<file path="config.mk">
export PLATFORM = sky130hd
export DESIGN_NAME = filter_stream_fetch_flat
export DESIGN_NICKNAME = d
export VERILOG_FILES = /design/src/rtl/filter_stream_fetch_pkg.sv /design/src/rtl/filter_stream_fetch_if.sv /design/src/rtl/filter_fetch_fifo.sv /design/src/rtl/filter_stream_fetch.sv /design/src/flat_wrapper.sv
export SDC_FILE = /design/constraint.sdc
export NUM_CORES = 1
export LEC_CHECK = 0
export ABC_CLOCK_PERIOD_IN_PS = 2600
export CORE_UTILIZATION = 52
export DETAILED_ROUTE_END_ITERATION = 6
export PLACE_DENSITY = 0.9
export SETUP_SLACK_MARGIN = 0.3
export SLEW_MARGIN = 15
export SYNTH_ARGS = -nofsm -noshare
export SYNTH_HDL_FRONTEND = slang
export SYNTH_HIERARCHICAL = 1
export SYNTH_SLANG_ARGS = --single-unit
</file>
<file path="constraint.sdc">
create_clock -name clk -period 2.6 [get_ports clk]
set_clock_uncertainty 0.2 [all_clocks]
set_input_delay 0.52 -clock clk [delete_from_list [all_inputs] [get_ports clk]]
set_output_delay 0.52 -clock clk [all_outputs]
set_load 0.005 [all_outputs]
</file>
<file path="src/rtl/filter_stream_fetch_pkg.sv">
// Shared types and widths for the per-filter compressed-weight streaming path.
// The PE controller reuses stream_req_t when it builds requests.
package filter_stream_fetch_pkg;

    localparam int DATA_W     = 8;
    localparam int IDX_W      = 4;
    localparam int ADDR_W     = 12;
    localparam int LEN_W      = 8;
    localparam int LAYER_W    = 2;
    localparam int K_W        = 4;
    localparam int FIFO_DEPTH = 4;
    localparam int CNT_W      = $clog2(FIFO_DEPTH) + 1;

    typedef struct packed {
        logic [DATA_W-1:0] value;
        logic [IDX_W-1:0]  idx;
    } weight_entry_t;

    typedef struct packed {
        logic               valid;
        logic [LAYER_W-1:0] layer;
        logic [K_W-1:0]     k;
        logic [ADDR_W-1:0]  base_addr;
        logic [LEN_W-1:0]   len;
    } stream_req_t;

    typedef enum logic {
        ST_IDLE  = 1'b0,
        ST_FETCH = 1'b1
    } fetch_state_t;

endpackage

</file>
<file path="src/rtl/filter_stream_fetch_if.sv">
// Signal bundle between the PE controller, weight SRAM, PE front-end and the fetch block.
// The fetch block takes the slave modport; the surrounding system takes master.
interface filter_stream_fetch_if;
    import filter_stream_fetch_pkg::*;

    // Handshakes: a request transfers on a clock edge where req_valid & req_ready are both high,
    // a weight transfers on an edge where out_valid & out_ready are both high; once raised,
    // out_valid and its payload hold until that transfer happens.
    logic               req_valid;
    logic               req_ready;
    logic [LAYER_W-1:0] req_layer;
    logic [K_W-1:0]     req_k;
    logic [ADDR_W-1:0]  req_base_addr;
    logic [LEN_W-1:0]   req_len;

    logic               mem_rd_en;
    logic [ADDR_W-1:0]  mem_rd_addr;
    weight_entry_t      mem_rd_data;

    logic               out_valid;
    logic               out_ready;
    logic [DATA_W-1:0]  out_value;
    logic [IDX_W-1:0]   out_idx;
    logic               out_last;
    logic [LAYER_W-1:0] out_layer;
    logic [K_W-1:0]     out_k;
    logic               done;

    fetch_state_t       dbg_state;

    modport master (
        output req_valid, req_layer, req_k, req_base_addr, req_len, mem_rd_data, out_ready,
        input  req_ready, mem_rd_en, mem_rd_addr, out_valid, out_value, out_idx, out_last,
               out_layer, out_k, done, dbg_state
    );

    modport slave (
        input  req_valid, req_layer, req_k, req_base_addr, req_len, mem_rd_data, out_ready,
        output req_ready, mem_rd_en, mem_rd_addr, out_valid, out_value, out_idx, out_last,
               out_layer, out_k, done, dbg_state
    );

endinterface

</file>
<file path="src/rtl/filter_fetch_fifo.sv">
// Prefetch FIFO for compressed weights; head entry is presented combinationally.
module filter_fetch_fifo
    import filter_stream_fetch_pkg::*;
(
    input  logic            clk,
    input  logic            rst,
    input  logic            push,
    input  weight_entry_t   push_data,
    input  logic            pop,
    output weight_entry_t   pop_data,
    output logic [CNT_W-1:0] count,
    output logic            full,
    output logic            empty
);
    localparam int PTR_W = $clog2(FIFO_DEPTH);

    weight_entry_t    mem [FIFO_DEPTH];
    logic [PTR_W-1:0] wr_ptr_q;
    logic [PTR_W-1:0] rd_ptr_q;
    logic [CNT_W-1:0] count_q;
    logic             do_pop;

    assign empty    = (count_q == '0);
    assign full     = (count_q == CNT_W'(FIFO_DEPTH));
    assign count    = count_q;
    assign do_pop   = pop && !empty;
    assign pop_data = mem[rd_ptr_q];

    always_ff @(posedge clk) begin
        if (push) mem[wr_ptr_q] <= push_data;
    end

    always_ff @(posedge clk or posedge rst) begin
        if (rst) begin
            wr_ptr_q <= '0;
            rd_ptr_q <= '0;
            count_q  <= '0;
        end else begin
            if (push)   wr_ptr_q <= wr_ptr_q + PTR_W'(1);
            if (do_pop) rd_ptr_q <= rd_ptr_q + PTR_W'(1);
            // Push and pop together leave occupancy unchanged.
            case ({push, do_pop})
                2'b10:   count_q <= count_q + CNT_W'(1);
                2'b01:   count_q <= count_q - CNT_W'(1);
                default: count_q <= count_q;
            endcase
        end
    end

endmodule

</file>
<file path="src/rtl/filter_stream_fetch.sv">
// Streams one filter's compressed weights from the weight SRAM into the PE front-end,
// prefetching through a small FIFO with read credits so it never overflows.
module filter_stream_fetch
    import filter_stream_fetch_pkg::*;
(
    input logic                  clk,
    input logic                  rst,
    filter_stream_fetch_if.slave bus
);
    fetch_state_t       state_q, state_d;
    stream_req_t        req;
    logic [ADDR_W-1:0]  addr_q;
    logic [LEN_W-1:0]   issue_cnt_q;
    logic [LEN_W-1:0]   deliver_cnt_q;
    logic [LAYER_W-1:0] layer_q;
    logic [K_W-1:0]     k_q;
    logic               inflight_q;
    logic               done_q;

    logic               accept;
    logic               rd_en;
    logic               pop;
    logic               last_beat;
    logic [CNT_W:0]     credit_used;
    weight_entry_t      head;
    logic [CNT_W-1:0]   fifo_count;
    logic               fifo_full;
    logic               fifo_empty;

    assign req = '{valid: bus.req_valid, layer: bus.req_layer, k: bus.req_k,
                   base_addr: bus.req_base_addr, len: bus.req_len};

    assign accept      = req.valid && (state_q == ST_IDLE);
    // A read still in flight already owns a FIFO slot.
    assign credit_used = {1'b0, fifo_count} + {{CNT_W{1'b0}}, inflight_q};
    assign rd_en       = (state_q == ST_FETCH) && (issue_cnt_q != '0)
                         && (credit_used < (CNT_W+1)'(FIFO_DEPTH));
    assign pop         = !fifo_empty && bus.out_ready;
    assign last_beat   = !fifo_empty && (deliver_cnt_q == LEN_W'(1));

    always_comb begin
        state_d = state_q;
        unique case (state_q)
            ST_IDLE:  if (accept && (req.len != '0)) state_d = ST_FETCH;
            ST_FETCH: if (pop && last_beat)          state_d = ST_IDLE;
            default:  state_d = ST_IDLE;
        endcase
    end

    always_ff @(posedge clk or posedge rst) begin
        if (rst) begin
            state_q       <= ST_IDLE;
            addr_q        <= '0;
            issue_cnt_q   <= '0;
            deliver_cnt_q <= '0;
            layer_q       <= '0;
            k_q           <= '0;
            inflight_q    <= 1'b0;
            done_q        <= 1'b0;
        end else begin
            state_q    <= state_d;
            inflight_q <= rd_en;
            done_q     <= (accept && (req.len == '0)) || (pop && last_beat);
            if (accept) begin
                layer_q       <= req.layer;
                k_q           <= req.k;
                addr_q        <= req.base_addr;
                issue_cnt_q   <= req.len;
                deliver_cnt_q <= req.len;
            end else begin
                if (rd_en) begin
                    addr_q      <= addr_q + ADDR_W'(1);
                    issue_cnt_q <= issue_cnt_q - LEN_W'(1);
                end
                if (pop) deliver_cnt_q <= deliver_cnt_q - LEN_W'(1);
            end
        end
    end

    filter_fetch_fifo u_fifo (
        .clk       (clk),
        .rst       (rst),
        .push      (inflight_q),
        .push_data (bus.mem_rd_data),
        .pop       (pop),
        .pop_data  (head),
        .count     (fifo_count),
        .full      (fifo_full),
        .empty     (fifo_empty)
    );

    a_no_overflow: assert property (@(posedge clk) disable iff (rst) !(inflight_q && fifo_full && !pop));

    assign bus.req_ready   = (state_q == ST_IDLE);
    assign bus.mem_rd_en   = rd_en;
    assign bus.mem_rd_addr = addr_q;
    assign bus.out_valid   = !fifo_empty;
    assign bus.out_value   = head.value;
    assign bus.out_idx     = head.idx;
    assign bus.out_last    = last_beat;
    assign bus.out_layer   = layer_q;
    assign bus.out_k       = k_q;
    assign bus.done        = done_q;
    assign bus.dbg_state   = state_q;

endmodule

</file>
<file path="src/flat_wrapper.sv">
// flat-port wrapper written by rule: the top's interface ports become plain ports
module filter_stream_fetch_flat import filter_stream_fetch_pkg::*;
  (clk, rst, bus_req_valid, bus_req_layer, bus_req_k, bus_req_base_addr, bus_req_len, bus_mem_rd_data, bus_out_ready, bus_req_ready, bus_mem_rd_en, bus_mem_rd_addr, bus_out_valid, bus_out_value, bus_out_idx, bus_out_last, bus_out_layer, bus_out_k, bus_done, bus_dbg_state);
  filter_stream_fetch_if bus_i ();
  input logic clk;
  input logic rst;
  input wire logic [$bits(bus_i.req_valid)-1:0] bus_req_valid;
  input wire logic [$bits(bus_i.req_layer)-1:0] bus_req_layer;
  input wire logic [$bits(bus_i.req_k)-1:0] bus_req_k;
  input wire logic [$bits(bus_i.req_base_addr)-1:0] bus_req_base_addr;
  input wire logic [$bits(bus_i.req_len)-1:0] bus_req_len;
  input wire logic [$bits(bus_i.mem_rd_data)-1:0] bus_mem_rd_data;
  input wire logic [$bits(bus_i.out_ready)-1:0] bus_out_ready;
  output wire logic [$bits(bus_i.req_ready)-1:0] bus_req_ready;
  output wire logic [$bits(bus_i.mem_rd_en)-1:0] bus_mem_rd_en;
  output wire logic [$bits(bus_i.mem_rd_addr)-1:0] bus_mem_rd_addr;
  output wire logic [$bits(bus_i.out_valid)-1:0] bus_out_valid;
  output wire logic [$bits(bus_i.out_value)-1:0] bus_out_value;
  output wire logic [$bits(bus_i.out_idx)-1:0] bus_out_idx;
  output wire logic [$bits(bus_i.out_last)-1:0] bus_out_last;
  output wire logic [$bits(bus_i.out_layer)-1:0] bus_out_layer;
  output wire logic [$bits(bus_i.out_k)-1:0] bus_out_k;
  output wire logic [$bits(bus_i.done)-1:0] bus_done;
  output wire logic [$bits(bus_i.dbg_state)-1:0] bus_dbg_state;
  assign bus_i.req_valid = bus_req_valid;
  assign bus_i.req_layer = bus_req_layer;
  assign bus_i.req_k = bus_req_k;
  assign bus_i.req_base_addr = bus_req_base_addr;
  assign bus_i.req_len = bus_req_len;
  assign bus_i.mem_rd_data = bus_mem_rd_data;
  assign bus_i.out_ready = bus_out_ready;
  assign bus_req_ready = bus_i.req_ready;
  assign bus_mem_rd_en = bus_i.mem_rd_en;
  assign bus_mem_rd_addr = bus_i.mem_rd_addr;
  assign bus_out_valid = bus_i.out_valid;
  assign bus_out_value = bus_i.out_value;
  assign bus_out_idx = bus_i.out_idx;
  assign bus_out_last = bus_i.out_last;
  assign bus_out_layer = bus_i.out_layer;
  assign bus_out_k = bus_i.out_k;
  assign bus_done = bus_i.done;
  assign bus_dbg_state = bus_i.dbg_state;
  filter_stream_fetch u_core (.clk(clk), .rst(rst), .bus(bus_i));
endmodule
</file>
==> results.md, run 1 <==
- Outcome: finished, final reports clean
- Worst-Skew Late Latency: 360 ps
- Number of global-route vias before repair: 3104
- Wire length on met1: 3.89 mm
- Vias: 3125
- Post-Place Cells: 497
- Via density per instance: 5.77
- Post-Synthesis Cells: 316
- CTS clk-pin slew, worst paths: 100 ps
- GRT Util Overall: 23.8%
- CP arrival: 1780 ps
- Drc violations: 0
- Detail Placement HPWL: 6.16 mm
- Num CTS Buffers: 9
- Max Transition Viols Final: 0
- Buf/Inv on CP: 3
- Slowest stage delay, CP: 410 ps
- CP top delay family: flip-flops
- Largest net degree at the start of global routing: 38
- Die Width: 91.7 um
- Final worst-path cycle share: 96.1%
- Die H: 91.7 um
- Pleak: 2.19 nW
- Hold Worst Slack: 224 ps
- Clock root cell: clkbuf_8
- Area grow syn2layout: 33.1%
- Slowest CP cell: dfrtp_1
- 1st-iter DRT viols: 152
- Post-Layout Cell Count: 542
- Die area: 8400 um2
- Syn. warnings: 6
- Rel. slew slack: 57.6%
- Total Power: 0.00642 W
- Setup TNS: 0 ps
- Initial Util: 53.8%
- Max Freq: 400 MHz
- Clock Tree Buf Depth: 2
- First-pass GRT wire length: 15.2 mm
- H-tree levels: 3
- Hold Crit Class: primary input to async pin
- Antenna cells: 0
- CP max FO: 2
- Synth Net Count: 369
- Critical path class: flop to output port
- Final core utilization: 71.6%
- Pwr dens: 1150 nW/um2
- Total grt overflow: 0
- Top routing layer used: met4
- Fin crit period: 2500 ps
- Met2 wire len: 5.08 mm
- # fillers: 525
- WL final: 9.76 mm
- Ports: 78
- Tightest Pin Transition: 635 ps
- Final net count: 488
- Combined area of all synthesized cells: 4180 um2
- VDD IR max: 0.000699 V
- Met3 wire length: 556 um
- Final ANT Viol Nets: 0
- Final hold viol count: 0
- Layout cells sized above 1: 23.9%
- Most common cell on crit path: inv_2
- RePlAce Congestion: 0.784
- Synthesized area per cell: 13.2 um2
- Clock Sinks: 92
- Initial antenna violation count: 0
- Max-cap viol count: 0
- Crit-path cells: inv_2 > ha_4 > or3b_4 > o211ai_4 > inv_2 > buf_2
- Drt pass-1 iters: 4
- Final setup viols: 0
- Core Footprint: 7770 um2
- CTS tree: done
- Endpoint type of the worst setup path: output port
- Startpoint types: flop
- Row count: 32
- IO buf count: 77
- RSZ-0062 raised after global routing: true
- WL/cell: 18.0 um
- CP required: 1880 ps
==> final cells by class <==
class | count | area, um2 | share of cell area [%]
clock buffer | 10 | 128 | 2.29
clock inverter | 6 | 47.5 | 0.855
inverter | 16 | 60.1 | 1.08
multi-input combinational | 196 | 1530 | 27.5
sequential | 92 | 2550 | 45.8
tap | 102 | 128 | 2.29
timing repair buffer | 120 | 1130 | 20.2
==> stage by stage <==
stage	cell area, um2	setup WS, ps
after floorplan	4180	322
after global placement	5130	51.9
after detailed placement	5130	-82.2
after CTS	5440	124
after global routing	5560	46.2
final	5560	102
==> cells in the final DEF, fill, tap and decap left out, types with 3 or more instances in the layout <==
cell	n
xor2_1	6
inv_2	4
buf_12	5
mux2i_1	5
a221o_1	5
o21ai_0	13
buf_2	14
or3_1	4
dfrtp_2	3
inv_1	12
o211ai_1	3
nor4_1	4
buf_6	5
ha_1	8
mux4_2	12
nand3_1	4
nand2_1	41
a31oi_1	5
nor2_1	17
and2_1	5
edfxtp_1	48
dfrtp_1	41
clkdlybuf4s50_1	61
nor3_1	5
clkbuf_8	9
nand4_1	3
or4_1	6
xnor2_1	7
buf_4	32
o31ai_1	3
==> state kept, by name, summed over array words and instances (netlist names) <==
| register | count |
|---|---|
| u_core/bus.dbg_state | 1 |
| u_core/deliver_cnt_q | 8 |
| u_core/inflight_q | 1 |
| u_core/bus.done | 1 |
| u_core/bus.out_k | 4 |
| u_core/u_fifo/rd_ptr_q | 2 |
| u_core/u_fifo/wr_ptr_q | 2 |
| u_core/u_fifo/mem | 48 |
| u_core/bus.mem_rd_addr | 12 |
| u_core/issue_cnt_q | 8 |
| u_core/u_fifo/count | 3 |
| u_core/bus.out_layer | 2 |
==> power by group <==
group | leakage, nW | switching, W | internal (W)
Sequential | 0.959 | 0.000390 | 0.00206
Clock | 0.0872 | 0.000516 | 0.000357
Combinational | 1.15 | 0.00139 | 0.00171
Total | 2.19 | 0.00230 | 0.00413
==> metal layers <==
metal / up-vias / global-route usage, %
met5: - / 0
met4: 0 / 10.3
met3: 23 / 4.15
met2: 138 / 42.1
met1: 1546 / 28.7
li1: 1418 / -
==> worst paths after layout <==
kind / endpoint / from / cells after the start / slack, ps
setup / recovery: bus_mem_rd_en / u_core/issue_cnt_q[0] / 6 / 100
hold / removal: u_core/u_fifo/wr_ptr_q[1] / rst / 2 / 220
setup reg to reg: u_core/bus.mem_rd_addr[11] / u_core/issue_cnt_q[0] / 9 / 140
hold reg to reg: u_core/u_fifo/rd_ptr_q[1] / u_core/u_fifo/rd_ptr_q[1] / 1 / 290
max in group asynchronous: u_core/issue_cnt_q[3] / rst / 3 / 1420
min in group clk: u_core/u_fifo/rd_ptr_q[1] / u_core/u_fifo/rd_ptr_q[1] / 1 / 290
==> repair_timing <==
action | CTS | global route
hold buffers | 0 | 0
resized for setup | 72 | 14
endpoints found under the setup margin | 20 | 20
cloned | 1 | 0
buffers inserted | 18 | 10
pin swaps | 4 | 6
(Power assumes the default switching activity.)
==> run 2, diff against run 1 <==
--- a/config.mk
+++ b/config.mk
@@ -5,10 +5,11 @@
 export SDC_FILE = /design/constraint.sdc
 export NUM_CORES = 1
 export LEC_CHECK = 0
-export ABC_CLOCK_PERIOD_IN_PS = 2600
-export CORE_UTILIZATION = 52
+export ABC_AREA = 1
+export ABC_CLOCK_PERIOD_IN_PS = 2000
+export CORE_UTILIZATION = 48
 export DETAILED_ROUTE_END_ITERATION = 6
-export PLACE_DENSITY = 0.9
+export PLACE_DENSITY = 0.86
 export SETUP_SLACK_MARGIN = 0.3
 export SLEW_MARGIN = 15
 export SYNTH_ARGS = -nofsm -noshare
==> constraint.sdc (replaced) <==
create_clock -name clk -period 2 [get_ports clk]
set_clock_uncertainty 0.2 [all_clocks]
set_input_delay 0.4 -clock clk [delete_from_list [all_inputs] [get_ports clk]]
set_output_delay 0.4 -clock clk [all_outputs]
set_load 0.005 [all_outputs]
==> results.md, run 2 <==
- First-pass GRT wire length: 19.1 mm (+26%)
- Area grow syn2layout: 43.6%
- CP max FO: 6 (+4)
- Reg2Reg Setup Slack: -40 ps (-180 ps)
- IO buf count: 77 (unchanged)
- Combined area of all synthesized cells: 4680 um2 (+12%)
- Max Transition Viols Final: 0 (unchanged)
- Detail Placement HPWL: 7.31 mm (+19%)
- GRT Util Overall: 24.6% (+0.74 points)
- Final net count: 723 (+48%)
- Synth Net Count: 569 (+54%)
- Number of global-route vias before repair: 4071 (+31%)
- Tightest Pin Transition: 439 ps (-196 ps)
- Synthesized area per cell: 9.07 um2 (-31%)
- Largest register by flop count: u_core/u_fifo/mem
- Clock Sinks: 92 (unchanged)
- CTS tree: done
- Pwr dens: 1630 nW/um2 (+41%)
- Initial Util: 50.2% (-3.6 points)
- WL final: 12.3 mm (+26%)
- CTS Hold Bufs: 0 (unchanged)
- Sequential share of power: 28.3% (-9.8 points)
- Ports: 78 (unchanged)
- Drc violations: 0 (unchanged)
- Hold Crit Class: primary input to async pin
- CP arrival: 1640 ps (-140 ps)
- Max FFs per register: 48 (unchanged)
- Final hold viol count: 0 (unchanged)
- Pre-CTS setup slack: -298 ps (-216 ps)
- Drt pass-1 iters: 5 (+1)
- Die area: 10200 um2 (+21%)
- Die H: 101 um (+9.9%)
- VDD IR max: 0.000778 V (+11%)
- 1st-iter DRT viols: 310 (+100%)
- Final worst-path cycle share: 112%
- Antenna cells: 0 (unchanged)
- Outcome: complete, but fails checks
- Max-cap viol count: 0 (unchanged)
- WL/cell: 15.3 um (-15%)
- Num CTS Buffers: 9 (unchanged)
- Endpoint type of the worst setup path: output port
- CTS clk-pin slew, worst paths: 100 ps (about the same)
- RSZ-0062 raised after global routing: true
- Startpoint types: flop
- CP required: 1400 ps (-480 ps)
- Vias: 4128 (+32%)
- Row count: 35 (+9.4%)
- H-tree levels: 3 (unchanged)
- Max Freq: 446 MHz
- Failing checks: setup timing
- Initial antenna violation count: 0 (unchanged)
- Core Footprint: 9330 um2 (+20%)
- Total Power: 0.0110 W (+71%)
- Clock Tree Buf Depth: 2 (unchanged)
- Worst-Skew Late Latency: 360 ps (about the same)
- Layout cells sized above 1: 31.4% (+7.5 points)
- Fin crit period: 2240 ps
- # fillers: 640 (+22%)
- Syn. warnings: 6 (unchanged)
- Final setup viols: 14 (+14)
- RePlAce Congestion: 0.907 (+16%)
- Critical path class: flop to output port
- Commonest non-fill, non-tap cell in the layout: nand2_1
- Most frequent cells in the layout: nand2_1, inv_1, buf_4
- Final ANT Viol Nets: 0 (unchanged)
- Internal Power: 0.00649 W (+57%)
- Psw: 0.00447 W (+95%)
- Total grt overflow: 0 (unchanged)
- Switching share of power: 40.8% (+5.1 points)
- Rel. slew slack: 70.5% (+13 points)
- Via density per instance: 5.13 (-11%)
- Pleak: 3.23 nW (+47%)
- Clock network fraction of total power: 13.0% (-0.6 points)
- Die Width: 101 um (+9.9%)
- Post-Synthesis Cells: 516 (+63%)
- Power share of the combinational group: 58.6% (+10 points)
- Largest net degree at the start of global routing: 38 (unchanged)
- Final setup margin: -242 ps (-343 ps)
- Clock root cell: clkbuf_8
run 2: path summary, 6_finish.rpt:
path | start | endpoint | depth (start not counted)
worst min register to register | u_core/bus.out_k[0] | u_core/bus.out_k[0] | 2
worst min-delay path | rst | u_core/u_fifo/count[1] | 2
max in group asynchronous | rst | u_core/bus.mem_rd_addr[5] | 3
worst max register to register | u_core/u_fifo/count[1] | u_core/u_fifo/count[2] | 15
worst max-delay path | u_core/u_fifo/rd_ptr_q[0] | bus_out_value[1] | 7
min in group clk | u_core/bus.out_k[0] | u_core/bus.out_k[0] | 2
run 2: routing by layer:
layer	vias up	global-route usage [%]	part of all wire (%)
met5	-	0	0
met4	0	9.03	1.3
met3	15	3.40	6.0
met2	183	44.0	53
met1	1954	30.3	40
li1	1976	-	-
run 2: power groups by stage:
stage	combinational (W)	sequential, W	clock [W]
global route	0.00696	0.00317	0.00153
finish	0.00643	0.00311	0.00143
detailed placement	0.00482	0.00316	0
CTS	0.00565	0.00306	0.00145
floorplan	0.00290	0.00310	0
global placement	0.00461	0.00313	0
run 2: worst max-delay path: stages (launching register included):
cell and delay (ps):
dfrtp_1 400, inv_4 70, buf_6 120, buf_12 120, buf_8 120, o211ai_1 210
nand2_1 100, buf_2 130
run 2: timing repair:
action | 4_1_cts | 5_1_grt
endpoints found under the hold margin | 0 | 0
pin swaps | 23 | 30
setup endpoints to repair | 51 | 51
gates resized for setup | 120 | 64
buffers inserted | 37 | 10
gates cloned | 3 | 0
run 2: layout make-up:
class / count / area (um2) / area share [%]
sequential: 92 / 2550 / 37.9
multi-input combinational: 327 / 1980 / 29.5
timing repair buffer: 158 / 1490 / 22.1
inverter: 82 / 322 / 4.78
tap: 129 / 161 / 2.40
clock buffer: 10 / 128 / 1.90
clock inverter: 6 / 96.3 / 1.43
run 2: metrics by stage:
stage               TNS, ps  hold WS (ps)  std cells  cell area, um2  util (%)
floorplan                 0          3.40        516            4700         -
global placement       -438           266        738            5810      62.3
detailed placement     -574           275        738            5810      62.3
CTS                   -1850          93.4        794            6430      68.9
global route          -2910           106        804            6720      72.0
finish                -1790          91.7        804            6720      72.0
==> variant, RTL diff (settings of run 1) <==
`LAYER_W`: 2 -> 4.
--- a/src/rtl/filter_stream_fetch_pkg.sv
+++ b/src/rtl/filter_stream_fetch_pkg.sv
@@ -6,7 +6,7 @@
     localparam int IDX_W      = 4;
     localparam int ADDR_W     = 12;
     localparam int LEN_W      = 8;
-    localparam int LAYER_W    = 2;
+    localparam int LAYER_W    = 4;
     localparam int K_W        = 4;
     localparam int FIFO_DEPTH = 4;
     localparam int CNT_W      = $clog2(FIFO_DEPTH) + 1;
Interface: changed (resized bus_out_layer and bus_req_layer); port bits go from 78 to 82. The function was not compared with the original's and may differ.
==> variant against run 1 <==
  * Total power rose by 6.8%
  * Synthesized cell count rose by 2.5%
  * Synthesized area up 2.1%
  * First-iteration DRC count decreased by 11%
  * Sequential share of layout area shrank 0.51 points
  * Setup slack got worse by 0.086 ns
  * Final area grew 3.2%
  * Register-to-register slack lost 0.09 ns
  * Clock power rose by 6.3%
  * Final cell count increased by 2.2%
  * Sequential cell count increased by 2
  * Non-clock buffer count is 5 higher
  * Wire length up 1.5%
==> variant: results (changes against run 1) <==
Placed cell area - 5250 um2 (was 5130 um2)
Global placement routability congestion - 0.885 (was 0.784)
Syn Nets - 379 (was 369)
Signal inverters - 19 (was 16)
Routing usage on met1 - 26.9% (was 28.7%)
Nets - 502 (was 488)
Number of multi-input logic gates - 198 (was 196)
Fraction of area in multi-input gates - 27.2% (was 27.5%)
Net Sw Frac - 35.9% (was 35.7%)
Signal buf overhead - 20.7% (was 20.2%)
Tot GR Track Use - 23.5% (was 23.8%)
Detailed Route WL - 9.91 mm (was 9.76 mm)
Sequential Area - 2600 um2 (was 2550 um2)
Finished Layout Cells - 554 (was 542)
Fin Hold WS - 0.215 ns (was 0.224 ns)
Fraction of layout cells with a size suffix above 1 - 25.0% (was 23.9%)
Largest net degree at the start of global routing - 44 (was 38)
Drt first-iter violations - 135 (was 152)
Port bufs - 81 (was 77)
Vias in the first global route - 3210 (was 3104)
Non-CTS buffers - 125 (was 120)
Post-DP HPWL - 6.23 mm (was 6.16 mm)
Status - completed (unchanged)
DR vias/cell - 5.66 (was 5.77)
Mapped Cells - 324 (was 316)
Final non-filler cell area - 5740 um2 (was 5560 um2)
Maximum vdd drop - 0.000652 V (was 0.000699 V)
Reg2reg end - u_core/issue_cnt_q[7] (was u_core/bus.mem_rd_addr[11])
CTS sink count - 94 (was 92)
M1 WL - 3.79 mm (was 3.89 mm)
Period utilization - 99.4% (was 96.1%)
Detail Route met2 WL - 5.40 mm (was 5.08 mm)
Met2 Usage GRT - 42.7% (was 42.1%)
CP peak stage delay - 0.43 ns (was 0.41 ns)
-- variant: power by group through the flow --
stage	combinational (mW)	clock [mW]	sequential [mW]
global placement	2.58	0	2.52
CTS	2.93	0.946	2.56
global route	3.61	0.991	2.64
detailed placement	2.70	0	2.56
floorplan	1.63	0	2.46
finish	3.36	0.928	2.58
-- variant: worst reg2reg max path: stages (launching register included) --
cell,delay (ns)
dfrtp_1,0.43
inv_2,0.12
ha_4,0.16
or3b_4,0.39
o211ai_4,0.24
inv_4,0.05
buf_4,0.14
buf_12,0.14
mux2_4,0.29
a221o_1,0.29
-- variant: timing repair --
item                                    4_1_cts  5_1_grt
gates resized for setup                      75       22
endpoints found under the setup margin       22       21
endpoints found under the hold margin         0        0
gates cloned                                  1        0
pin swaps                                     6        5
buffers inserted                             19       11
